$ cat config.mk
export PLATFORM = sky130hd
export DESIGN_NAME = pa_cp0_info_rd_arb
export DESIGN_NICKNAME = d
export VERILOG_FILES = /design/src/rtl/pa_cp0_info_pkg.sv /design/src/rtl/pa_cp0_info_idx_cnt.sv /design/src/rtl/pa_cp0_info_rd_arb.sv
export SDC_FILE = /design/constraint.sdc
export NUM_CORES = 1
export LEC_CHECK = 0
export BUFFER_PORTS_ARGS = -buffer_cell sky130_fd_sc_hd__buf_2
export CORE_AREA = 2 2 127 129
export CTS_BUF_LIST = sky130_fd_sc_hd__clkbuf_8
export DETAILED_ROUTE_END_ITERATION = 12
export DIE_AREA = 0 0 129 131
export PLACE_DENSITY = 0.65
export SYNTH_ARGS = -nofsm -noshare
export SYNTH_HDL_FRONTEND = slang
export SYNTH_SLANG_ARGS = --single-unit
$ cat constraint.sdc
create_clock -name regs_clk -period 2.65 [get_ports regs_clk]
set_clock_uncertainty 0.15 [all_clocks]
set_input_delay 0.3975 -clock regs_clk [delete_from_list [all_inputs] [get_ports regs_clk]]
set_output_delay 0.3975 -clock regs_clk [all_outputs]
set_load 0.02 [all_outputs]
$ cat src/rtl/pa_cp0_info_pkg.sv
// Shared cp0 info-CSR definitions: CSR addresses, mcpuid index limits, FSM
// and requester encodings, plus the address decode helper.
// Latency: n/a (package). Backpressure: n/a.
// Optional feature macro used by the block: PA_CP0_INFO_DBG_EN.
package pa_cp0_info_pkg;

  // Last mcpuid index before the walk wraps to 0, and counter width.
  localparam int CPUID_IDX_MAX = 2;
  localparam int IDX_W         = 2;

  // Machine information CSR addresses.
  localparam logic [11:0] CSR_MVENDORID = 12'hF11;
  localparam logic [11:0] CSR_MARCHID   = 12'hF12;
  localparam logic [11:0] CSR_MIMPID    = 12'hF13;
  localparam logic [11:0] CSR_MHARTID   = 12'hF14;
  localparam logic [11:0] CSR_MCPUID    = 12'hFC0;

  typedef enum logic {
    ST_IDLE = 1'b0,
    ST_RESP = 1'b1
  } info_state_e;

  typedef enum logic {
    REQ_IU  = 1'b0,
    REQ_DBG = 1'b1
  } info_req_e;

  // Result of decoding one read: data word, address error, and whether the
  // access hit mcpuid (which advances the requester's index).
  typedef struct packed {
    logic [31:0] rdata;
    logic        err;
    logic        is_cpuid;
  } info_rd_t;

  function automatic info_rd_t info_decode(
    input logic [11:0]      addr,
    input logic [31:0]      mvendorid,
    input logic [31:0]      marchid,
    input logic [31:0]      mimpid,
    input logic [31:0]      mhartid,
    input logic [95:0]      cpuid_words,
    input logic [IDX_W-1:0] idx
  );
    info_rd_t rd;
    rd = '0;
    case (addr)
      CSR_MVENDORID: rd.rdata = mvendorid;
      CSR_MARCHID:   rd.rdata = marchid;
      CSR_MIMPID:    rd.rdata = mimpid;
      CSR_MHARTID:   rd.rdata = mhartid;
      CSR_MCPUID: begin
        rd.is_cpuid = 1'b1;
        // Index 3 is never reached by the walk; if it appears, return 0.
        case (idx)
          2'd0:    rd.rdata = cpuid_words[31:0];
          2'd1:    rd.rdata = cpuid_words[63:32];
          2'd2:    rd.rdata = cpuid_words[95:64];
          default: rd.rdata = 32'h0;
        endcase
      end
      default: rd.err = 1'b1;
    endcase
    return rd;
  endfunction

endpackage

$ cat src/rtl/pa_cp0_info_idx_cnt.sv
// One mcpuid index counter: walks 0..CPUID_IDX_MAX then wraps to 0.
// Latency: new index visible the cycle after i_inc/i_clr. Backpressure: none.
// Ports: i_clk, i_rst_b (async active-low), i_inc, i_clr (wins over inc), o_idx.
module pa_cp0_info_idx_cnt
  import pa_cp0_info_pkg::*;
(
  input  logic             i_clk,
  input  logic             i_rst_b,
  input  logic             i_inc,
  input  logic             i_clr,
  output logic [IDX_W-1:0] o_idx
);

  logic [IDX_W-1:0] r_idx;
  logic [IDX_W-1:0] w_idx_nxt;

  always_comb begin
    w_idx_nxt = r_idx;
    if (i_clr) begin
      w_idx_nxt = '0;
    end else if (i_inc) begin
      // ">=" also folds the unreachable value 3 back to 0.
      w_idx_nxt = (r_idx >= IDX_W'(CPUID_IDX_MAX)) ? '0 : r_idx + 1'b1;
    end
  end

  always_ff @(posedge i_clk or negedge i_rst_b) begin
    if (!i_rst_b) begin
      r_idx <= '0;
    end else begin
      r_idx <= w_idx_nxt;
    end
  end

  assign o_idx = r_idx;

endmodule

$ cat src/rtl/pa_cp0_info_rd_arb.sv
// Arbitrates info-CSR reads (mvendorid/marchid/mimpid/mhartid/mcpuid) between IU and debug.
// Latency: gnt combinational in IDLE, vld one cycle after gnt; one read per two cycles.
// Backpressure: req is held until gnt; no gnt while a response is being presented.
// Ports: regs_clk, cpurst_b; iu_info_* and dbg_info_* req/addr/gnt/vld/rdata/err;
//        info_idx_clr; info value inputs; cpuid_idx_value {idx2,idx1,idx0}; info_iu_idx.
// PA_CP0_INFO_DBG_EN: when undefined, debug outputs tie to 0 and no debug index exists.
module pa_cp0_info_rd_arb
  import pa_cp0_info_pkg::*;
(
  input  logic             regs_clk,
  input  logic             cpurst_b,
  input  logic             iu_info_req,
  input  logic [11:0]      iu_info_addr,
  output logic             iu_info_gnt,
  output logic             iu_info_vld,
  output logic [31:0]      iu_info_rdata,
  output logic             iu_info_err,
  input  logic             dbg_info_req,
  input  logic [11:0]      dbg_info_addr,
  output logic             dbg_info_gnt,
  output logic             dbg_info_vld,
  output logic [31:0]      dbg_info_rdata,
  output logic             dbg_info_err,
  input  logic             info_idx_clr,
  input  logic [31:0]      mvendorid_value,
  input  logic [31:0]      marchid_value,
  input  logic [31:0]      mimpid_value,
  input  logic [31:0]      mhartid_value,
  input  logic [95:0]      cpuid_idx_value,
  output logic [IDX_W-1:0] info_iu_idx
);

  info_state_e      r_state;
  info_state_e      w_state_nxt;
  logic             r_prio_dbg;   // 1: debug wins the next tie
  info_req_e        r_resp_owner; // requester whose response is in flight
  logic [31:0]      r_iu_rdata;
  logic             r_iu_err;

  logic             w_dbg_req;
  logic [11:0]      w_dbg_addr;
  logic [IDX_W-1:0] w_iu_idx;
  logic [IDX_W-1:0] w_dbg_idx;
  logic             w_iu_gnt;
  logic             w_dbg_gnt;
  logic             w_iu_vld;
  logic             w_dbg_vld;
  logic [11:0]      w_sel_addr;
  logic [IDX_W-1:0] w_sel_idx;
  info_rd_t         w_rd;
  logic             w_iu_inc;

`ifdef PA_CP0_INFO_DBG_EN
  assign w_dbg_req  = dbg_info_req;
  assign w_dbg_addr = dbg_info_addr;
`else
  assign w_dbg_req  = 1'b0;
  assign w_dbg_addr = 12'h000;
  // Debug inputs are intentionally ignored in this build.
  logic w_unused_dbg;
  assign w_unused_dbg = ^{dbg_info_req, dbg_info_addr};
`endif

  // FSM next state plus grant/valid decode.
  always_comb begin
    w_state_nxt = r_state;
    w_iu_gnt    = 1'b0;
    w_dbg_gnt   = 1'b0;
    w_iu_vld    = 1'b0;
    w_dbg_vld   = 1'b0;
    case (r_state)
      ST_IDLE: begin
        w_iu_gnt  = iu_info_req & (~w_dbg_req | ~r_prio_dbg);
        w_dbg_gnt = w_dbg_req & (~iu_info_req | r_prio_dbg);
        if (w_iu_gnt || w_dbg_gnt) begin
          w_state_nxt = ST_RESP;
        end
      end
      ST_RESP: begin
        w_iu_vld    = (r_resp_owner == REQ_IU);
        w_dbg_vld   = (r_resp_owner == REQ_DBG);
        w_state_nxt = ST_IDLE;
      end
      default: w_state_nxt = ST_IDLE;
    endcase
  end

  // Decode is shared: only the winner's address and index feed it.
  assign w_sel_addr = w_dbg_gnt ? w_dbg_addr : iu_info_addr;
  assign w_sel_idx  = w_dbg_gnt ? w_dbg_idx  : w_iu_idx;
  assign w_rd       = info_decode(w_sel_addr, mvendorid_value, marchid_value,
                                  mimpid_value, mhartid_value, cpuid_idx_value,
                                  w_sel_idx);
  assign w_iu_inc   = w_iu_gnt & w_rd.is_cpuid;

  always_ff @(posedge regs_clk or negedge cpurst_b) begin
    if (!cpurst_b) begin
      r_state      <= ST_IDLE;
      r_prio_dbg   <= 1'b0;
      r_resp_owner <= REQ_IU;
    end else begin
      r_state <= w_state_nxt;
      if (w_iu_gnt) begin
        r_prio_dbg   <= 1'b1;
        r_resp_owner <= REQ_IU;
      end else if (w_dbg_gnt) begin
        r_prio_dbg   <= 1'b0;
        r_resp_owner <= REQ_DBG;
      end
    end
  end

  // Per-port data/err registers hold until that port's next grant.
  always_ff @(posedge regs_clk or negedge cpurst_b) begin
    if (!cpurst_b) begin
      r_iu_rdata <= 32'h0;
      r_iu_err   <= 1'b0;
    end else if (w_iu_gnt) begin
      r_iu_rdata <= w_rd.rdata;
      r_iu_err   <= w_rd.err;
    end
  end

  pa_cp0_info_idx_cnt u_iu_idx (
    .i_clk   (regs_clk),
    .i_rst_b (cpurst_b),
    .i_inc   (w_iu_inc),
    .i_clr   (info_idx_clr),
    .o_idx   (w_iu_idx)
  );

`ifdef PA_CP0_INFO_DBG_EN
  logic [31:0] r_dbg_rdata;
  logic        r_dbg_err;
  logic        w_dbg_inc;

  assign w_dbg_inc = w_dbg_gnt & w_rd.is_cpuid;

  always_ff @(posedge regs_clk or negedge cpurst_b) begin
    if (!cpurst_b) begin
      r_dbg_rdata <= 32'h0;
      r_dbg_err   <= 1'b0;
    end else if (w_dbg_gnt) begin
      r_dbg_rdata <= w_rd.rdata;
      r_dbg_err   <= w_rd.err;
    end
  end

  pa_cp0_info_idx_cnt u_dbg_idx (
    .i_clk   (regs_clk),
    .i_rst_b (cpurst_b),
    .i_inc   (w_dbg_inc),
    .i_clr   (info_idx_clr),
    .o_idx   (w_dbg_idx)
  );

  assign dbg_info_gnt   = w_dbg_gnt;
  assign dbg_info_vld   = w_dbg_vld;
  assign dbg_info_rdata = r_dbg_rdata;
  assign dbg_info_err   = r_dbg_err;
`else
  assign w_dbg_idx      = '0;
  assign dbg_info_gnt   = 1'b0;
  assign dbg_info_vld   = 1'b0;
  assign dbg_info_rdata = 32'h0;
  assign dbg_info_err   = 1'b0;
  logic w_unused_dbg_vld;
  assign w_unused_dbg_vld = w_dbg_vld;
`endif

  assign iu_info_gnt   = w_iu_gnt;
  assign iu_info_vld   = w_iu_vld;
  assign iu_info_rdata = r_iu_rdata;
  assign iu_info_err   = r_iu_err;
  assign info_iu_idx   = w_iu_idx;

endmodule
; ---- After elaboration in Yosys (flattened, before gate mapping)
; Cells that the tools add are included.
[classes]
addsub = 1
magnitude_cmp = 1
n_eq_ne = 7
mux = 11
bitwise_logic = 2
n_reduce_logical = 3
[op_table]
columns = cell, n
row1 = 32-bit case mux with 5 select lines, 1
row2 = 32-bit case mux with 3 select lines, 1
row3 = "12-bit equality test, second input constant", 5
row4 = 2-bit 2-to-1 mux, 3
row5 = 1-bit 2-to-1 mux, 5
row6 = 5-bit OR reduction, 1
row7 = "2-bit by 1-bit adder with 2-bit output, second input constant", 1
row8 = "2-bit by 1-bit equality test with 1-bit output, second input constant", 1
row9 = "2-bit equality test, second input constant", 1
row10 = "2-bit greater-or-equal comparator, second input constant", 1
row11 = 2-bit logical NOT, 1
row12 = 1-bit case mux with 2 select lines, 1
row13 = 2-bit nonzero test, 1
row14 = 1-bit AND, 1
row15 = 1-bit inverter, 1
[word_totals]
regBits = 36
out_inout_bits = 72
elab_cells = 29

; ---- Depth between registers and ports, before layout
; Gate-level depths: netlist of run 1.
[depth]
depth_word = 5
mapped_depth = 7

; ---- By module
; From an unflattened synthesis of run 1, not the netlist that was laid out.
[hier_totals]
cells_unflattened = 400
area_unflattened_um2 = 3762.4
[modules_own_cells]
columns = module, n_inst, cells_each, area_each_um2
row1 = pa_cp0_info_rd_arb, 1, 392, 3673.5
row2 = pa_cp0_info_idx_cnt, 1, 8, 88.8

; ---- Worst setup path before layout of run 1
; No wires, ideal clock.
[synth_timing]
path_type = in2reg
from = in iu_info_addr[2]
to = reg u_iu_idx.r_idx[1], in the netlist u_iu_idx.o_idx[1]
setup_time_ns = 0.078
arrival_ns = 1.860
t_required_ns = 2.422
path_slack_ns = 0.563
stages = 5
path_buffers = 1
cell_sequence = buf_2 or2_1 or4_1 or4b_1 a21oi_1
[synth_between]
elab_chain_len = 4
[synth_rtl]
columns = item, line
row1 = "start, declared", pa_cp0_info_rd_arb.sv:13  ; input logic [11:0] iu_info_addr,
row2 = 12-bit equality test, pa_cp0_info_pkg.sv:47  ; case (addr)
row3 = 1-bit 2-to-1 mux, pa_cp0_info_pkg.sv:47
row4 = 1-bit AND, pa_cp0_info_rd_arb.sv:94  ; assign w_iu_inc = w_iu_gnt & w_rd.is_cpuid;
row5 = 2-bit nonzero test (no source line), --
row6 = "end signal, assigned", pa_cp0_info_idx_cnt.sv:31  ; r_idx <= w_idx_nxt;
row7 = "end, declared", pa_cp0_info_idx_cnt.sv:14  ; logic [IDX_W-1:0] r_idx;
; Every way passes these cells.
; A chain may end at the register's enable or synchronous reset.

; ---- Final worst setup path of run 1
[layout_timing]
from = reg r_state
to = out iu_info_gnt
[layout_between]
elab_chain_len = 1
[layout_rtl]
columns = item, line
row1 = "start, declared", pa_cp0_info_rd_arb.sv:33  ; info_state_e r_state;
row2 = "start signal, assigned", pa_cp0_info_rd_arb.sv:102  ; r_state <= w_state_nxt;
row3 = 1-bit 2-to-1 mux, pa_cp0_info_rd_arb.sv:71  ; case (r_state)
row4 = "end, declared", pa_cp0_info_rd_arb.sv:14  ; output logic iu_info_gnt,
; Every way passes these cells.

==> flow_metrics.tcl, run 1 <==
set metrics [dict create \
    antenna_found_initial 0 \
    grt_pass1_vias 3980 \
    status "finished clean" \
    layout_setup_ws_ps 355 \
    path_clk_slew_ps 80 \
    postRouteAntennaNets 0 \
    cpMaxStageDelayCell "nand2b_2" \
    place_ws_ps 412 \
    worstPathRequired_ps 2100 \
    port-buffer-count 276 \
    ctsHoldBuffers 0 \
    vias_per_cell 4.70 \
    worstRegToRegCells 5 \
    power.leakage_nw 2.37 \
    row_count 46 \
    cp-start-kind "flop" \
    finalWeightedCongestion 0.788 \
    seq_area_frac_synth 0.263 \
    ys_ff_latch 36 \
    start_util 0.220 \
    cts-root-buf "clkbuf_8" \
    drt_iter0_drc 199 \
    routed_wirelength_mm 15.1 \
    slew_violations 0 \
    worst_slew_pin_slew_ps 894 \
    clock_latency_ps 310 \
    async_flop_share 1.00 \
    endpoint_kind "output port" \
    peakVddDrop_v 0.000174 \
    detailed_place_hpwl_mm 12.0 \
    clock_sinks 36 \
    synthesis.area_um2 3430 \
    wl_met1_mm 5.61 \
    crit_end "iu_info_gnt" \
    dieArea_um2 16900 \
    syn-instance-count 398 \
    maxCapViolations 0 \
    areaGrowthSynthToFinish_pct 48.2 \
    top_layer "met4" \
    drive_above_1_share 0.474 \
    pin_count 325 \
    gr-total-overflow 0 \
    diodes 0 \
    crit_arrival_ps 1750 \
    final_core_util 0.326 \
    worstHoldPathType "in -> async" \
    setup_viol 0 \
    synth-edff-count 0 \
    r2r_start "u_iu_idx.o_idx[1]" \
    coreArea_um2 15600 \
    path_cells "nand2b_2 > clkinv_1 > buf_4 > buf_2" \
    finalCritPeriodShare 0.866 \
    vias 4117 \
    die_x_um 129 \
    dr_wl_met2_mm 7.64 \
    reg2reg_slack_ps 640 \
    die_y_um 131 \
    p_per_area_nw_per_um2 340 \
    clk_path_buf_depth 2 \
    ctsResizeCount 0 \
    hold_violations 0 \
    nets 913 \
    htree_levels 2 \
    route.detailed.drc 0 \
    synthFlopType "dfrtp_1" \
    dr_wl_met3_mm 1.44 \
    tns_ps 0 \
    min_period_ps 2300 \
    final_common_cell "buf_2" \
    wl_per_cell_um 17.2 \
    rsz0062_at_grt "false" \
    cts_tree "yes" \
    ys_warn_count 0 \
    fmax_ghz 0.436 \
    slew_headroom 0.404 \
    fin_hold_ws_ps 55.7 \
    r2r_end "iu_info_rdata[8]" \
    fillers 1673 \
    synth.avg_cell_area_um2 8.62 \
    p_total_mw 1.73 \
    startpoint "r_state" \
    ys_types 26 \
    grt_max_degree 37 \
    post-cts-setup-buffer-count 0 \
    cpPeakStageDelay_ps 490 \
    cp_max_fo 23 \
    critPathKind "reg -> out" \
    grt_pass1_wl_mm 21.8 \
    firstDrtPassIters 4 \
    cts_made_buffers 5 \
    layout_common_cells "buf_2, a21oi_1, mux2i_1, o2bb2ai_1, conb_1" \
    grtUsageTotal 0.173 \
]
cell type report:
class,count,area (um^2),area share
multi-input cells,321,2270,0.447
repair buffers,295,1540,0.302
flip-flops and latches,36,903,0.178
well taps,216,270,0.0532
clock buffers,7,96.3,0.0190
inverters,1,3.75,0.000738
worst min-delay path by stage:
| stage | from | endpoint | slack (ps) | cells after the start |
|---|---|---|---|---|
| 6_report | cpurst_b | iu_info_rdata[13] | 60 | 1 |
| 5_1_grt | info_idx_clr | u_iu_idx.o_idx[1] | 90 | 2 |
| 4_1_cts | cpurst_b | iu_info_rdata[13] | 70 | 1 |
| 3_5_place_dp | iu_info_err | iu_info_err | 360 | 1 |
| 3_3_place_gp | iu_info_err | iu_info_err | 340 | 1 |
| 2_1_floorplan | cpurst_b | iu_info_err | -50 | 0 |
state kept, by name, indices dropped and copies added (netlist names):
register	flops
iu_info_err	1
iu_info_rdata	32
r_state	1
u_iu_idx.o_idx	2
layer usage:
layer | track usage | vias up
li1 | - | 1979
met1 | 0.199 | 1869
met2 | 0.312 | 245
met3 | 0.0387 | 24
met4 | 0.0671 | 0
met5 | 0 | -
power breakdown:
part / switching (mW) / internal (mW) / total, mW
logic: 0.362 / 0.267 / 0.629
clock network: 0.228 / 0.232 / 0.460
registers: 0.0313 / 0.608 / 0.640
total: 0.621 / 1.11 / 1.73
cells by family (layout without fill, tap and decap cells):
group | after synthesis | after routing | share of synthesized area
and+or+nand+nor | 54 | 54 | 0.0861
other | 1 | 35 | 0.00109
buffers and inverters | 75 | 303 | 0.123
DFF | 36 | 36 | 0.263
AOI/OAI and AO/OA | 168 | 168 | 0.341
muxes | 64 | 64 | 0.187
synth_stat cells, types with 3 or more instances:
master      n  area (um^2)
buf_2       7         35.0
a22oi_1    32          240
o2bb2ai_1  64          561
nor2_1     33          124
buf_1       7         26.3
dfrtp_1    36          901
clkbuf_1   25         93.8
buf_4      35          263
a21oi_1    67          335
mux2i_1    64          641
or4_1       3         22.5
nor4_1      4         25.0
o21ai_0     3         15.0
critical path, delay by kind of cell (launching register included):
| family | cells | cell delay (ps) |
|---|---|---|
| buf+inv | 3 | 580 |
| flops | 1 | 350 |
| simple gates | 1 | 490 |
through the flow:
stage / cells / cell area [um^2]
4_1_cts: 876 / 5080
5_1_grt: 876 / 5080
3_5_place_dp: 869 / 4990
2_1_floorplan: 432 / 3560
3_3_place_gp: 869 / 4990
6_report: 876 / 5080
Note: power is estimated with default switching activity, not from simulation.
==> inputs of run 2 (changes only) <==
--- a/config.mk
+++ b/config.mk
@@ -10,6 +10,7 @@
 export CTS_BUF_LIST = sky130_fd_sc_hd__clkbuf_8
 export DETAILED_ROUTE_END_ITERATION = 12
 export DIE_AREA = 0 0 129 131
+export MAX_ROUTING_LAYER = met4
 export PLACE_DENSITY = 0.65
 export SYNTH_ARGS = -nofsm -noshare
 export SYNTH_HDL_FRONTEND = slang
==> flow_metrics.tcl, run 2 (synthesis results as in run 1) <==
set metrics [dict create \
    vias_per_cell 4.71 \
    gr-total-overflow 0 \
    grt_max_degree 37 \
    cts_tree "yes" \
    coreArea_um2 15600 \
    tns_ps 0 \
    final_area_um2 5080 \
    grt_pass1_vias 3980 \
    ctsHoldBuffers 0 \
    layout_common_cells "buf_2, a21oi_1, mux2i_1, o2bb2ai_1, conb_1" \
    drt_iter0_drc 205 \
    htree_levels 2 \
    place_inst 869 \
    ctsResizeCount 0 \
    peakVddDrop_v 0.000175 \
    row_count 46 \
    detailed_place_hpwl_mm 12.0 \
    areaGrowthSynthToFinish_pct 48.2 \
    antenna_found_initial 0 \
    die_y_um 131 \
    wl_per_cell_um 17.3 \
    min_period_ps 2280 \
    cp-start-kind "flop" \
    r2r_end "iu_info_rdata[8]" \
    place_ws_ps 412 \
    cp_num_buf_inv 3 \
    fillers 1673 \
    cpMaxStageDelayCell "nand2b_2" \
    grt_util_met1 0.202 \
    path_cells "nand2b_2 > clkinv_1 > buf_4 > buf_2" \
    cts-root-buf "clkbuf_8" \
    setup_viol 0 \
    worstRegToRegCells 5 \
    nets 913 \
    drive_above_1_share 0.474 \
    grtUsageTotal 0.178 \
    die_x_um 129 \
    reg2reg_slack_ps 620 \
    hold_violations 0 \
    rsz0062_at_grt "false" \
    cts_made_buffers 5 \
    p_per_area_nw_per_um2 339 \
    crit_end "iu_info_gnt" \
    power.leakage_nw 2.37 \
    crit_arrival_ps 1730 \
    layout_setup_ws_ps 370 \
    grt.busiest_layer "met2" \
    cpPeakStageDelay_ps 480 \
    path_clk_slew_ps 80 \
    met3_usage 0.0338 \
    r2r_start "u_iu_idx.o_idx[1]" \
    pin_count 325 \
    diodes 0 \
    worstSetupPathDepth 4 \
    startpoint "r_state" \
    clk_path_buf_depth 2 \
    start_util 0.220 \
    worst_slew_pin_slew_ps 891 \
    placed_area_um2 4990 \
    slew_headroom 0.406 \
    cp_max_fo 23 \
    worstHoldPathType "in -> async" \
    routed_wirelength_mm 15.1 \
    endpoint_kind "output port" \
    finalWeightedCongestion 0.799 \
    largest_reg_flops 32 \
    crit_family "buffers and inverters" \
    clock_latency_ps 300 \
    finalCritPeriodShare 0.860 \
    maxCapViolations 0 \
    fmax_ghz 0.439 \
    slew_violations 0 \
    post-cts-setup-buffer-count 0 \
    port-buffer-count 276 \
    final_common_cell "buf_2" \
    grt_pass1_wl_mm 21.8 \
    status "finished clean" \
    postRouteAntennaNets 0 \
    dieArea_um2 16900 \
    firstDrtPassIters 4 \
    route.detailed.drc 0 \
    grtUsageMet2 0.312 \
    instances_no_fill 876 \
    worstPathRequired_ps 2100 \
    vias 4130 \
    critPathKind "reg -> out" \
    clock_sinks 36 \
]
[run 2: cell counts in the layout (fill, tap and decap cells not counted)]
No cell type changed its count.
[run 2: where the power goes]
part	internal [mW]	total [mW]	switching, mW
clock	0.232	0.457	0.225
sequential	0.608	0.640	0.0312
combinational	0.267	0.629	0.362
[run 2: worst register-to-register path: stages (launching register included)]
cell and delay, ps:
dfrtp_2 580, a211o_1 370, nor4_2 220, buf_4 320, a22oi_1 160, a21oi_1 170
[run 2: per-layer routing]
| layer | vias to the layer above | wire, um |
|---|---|---|
| li1 | 1981 | - |
| met1 | 1879 | 5890 |
| met2 | 247 | 7620 |
| met3 | 23 | 1220 |
| met4 | 0 | 384 |
| met5 | - | 0 |
[run 2: through the flow]
stage | hold WS [ps] | utilization | total power, mW
floorplan | -48.1 | - | 0.996
global route | 86.1 | 0.326 | 1.83
finish | 59.0 | 0.326 | 1.72
CTS | 71.6 | 0.326 | 1.76
detailed placement | 363 | 0.320 | 1.28
global placement | 343 | 0.320 | 1.27
[run 2: cell type report]
type / instances / area [um^2] / area share
multi-input cells: 321 / 2270 / 0.447
repair buffers: 295 / 1540 / 0.302
flip-flops and latches: 36 / 903 / 0.178
well taps: 216 / 270 / 0.0532
clock buffers: 7 / 96.3 / 0.0190
inverters: 1 / 3.75 / 0.000738
[run 2: worst min path at each step]
| stage | end | slack (ps) | cells past startpoint |
|---|---|---|---|
| 6_report | iu_info_rdata[13] | 60 | 1 |
| 2_1_floorplan | iu_info_err | -50 | 0 |
| 3_3_place_gp | iu_info_err | 340 | 1 |
| 3_5_place_dp | iu_info_err | 360 | 1 |
| 5_1_grt | u_iu_idx.o_idx[1] | 90 | 2 |
| 4_1_cts | iu_info_rdata[13] | 70 | 1 |
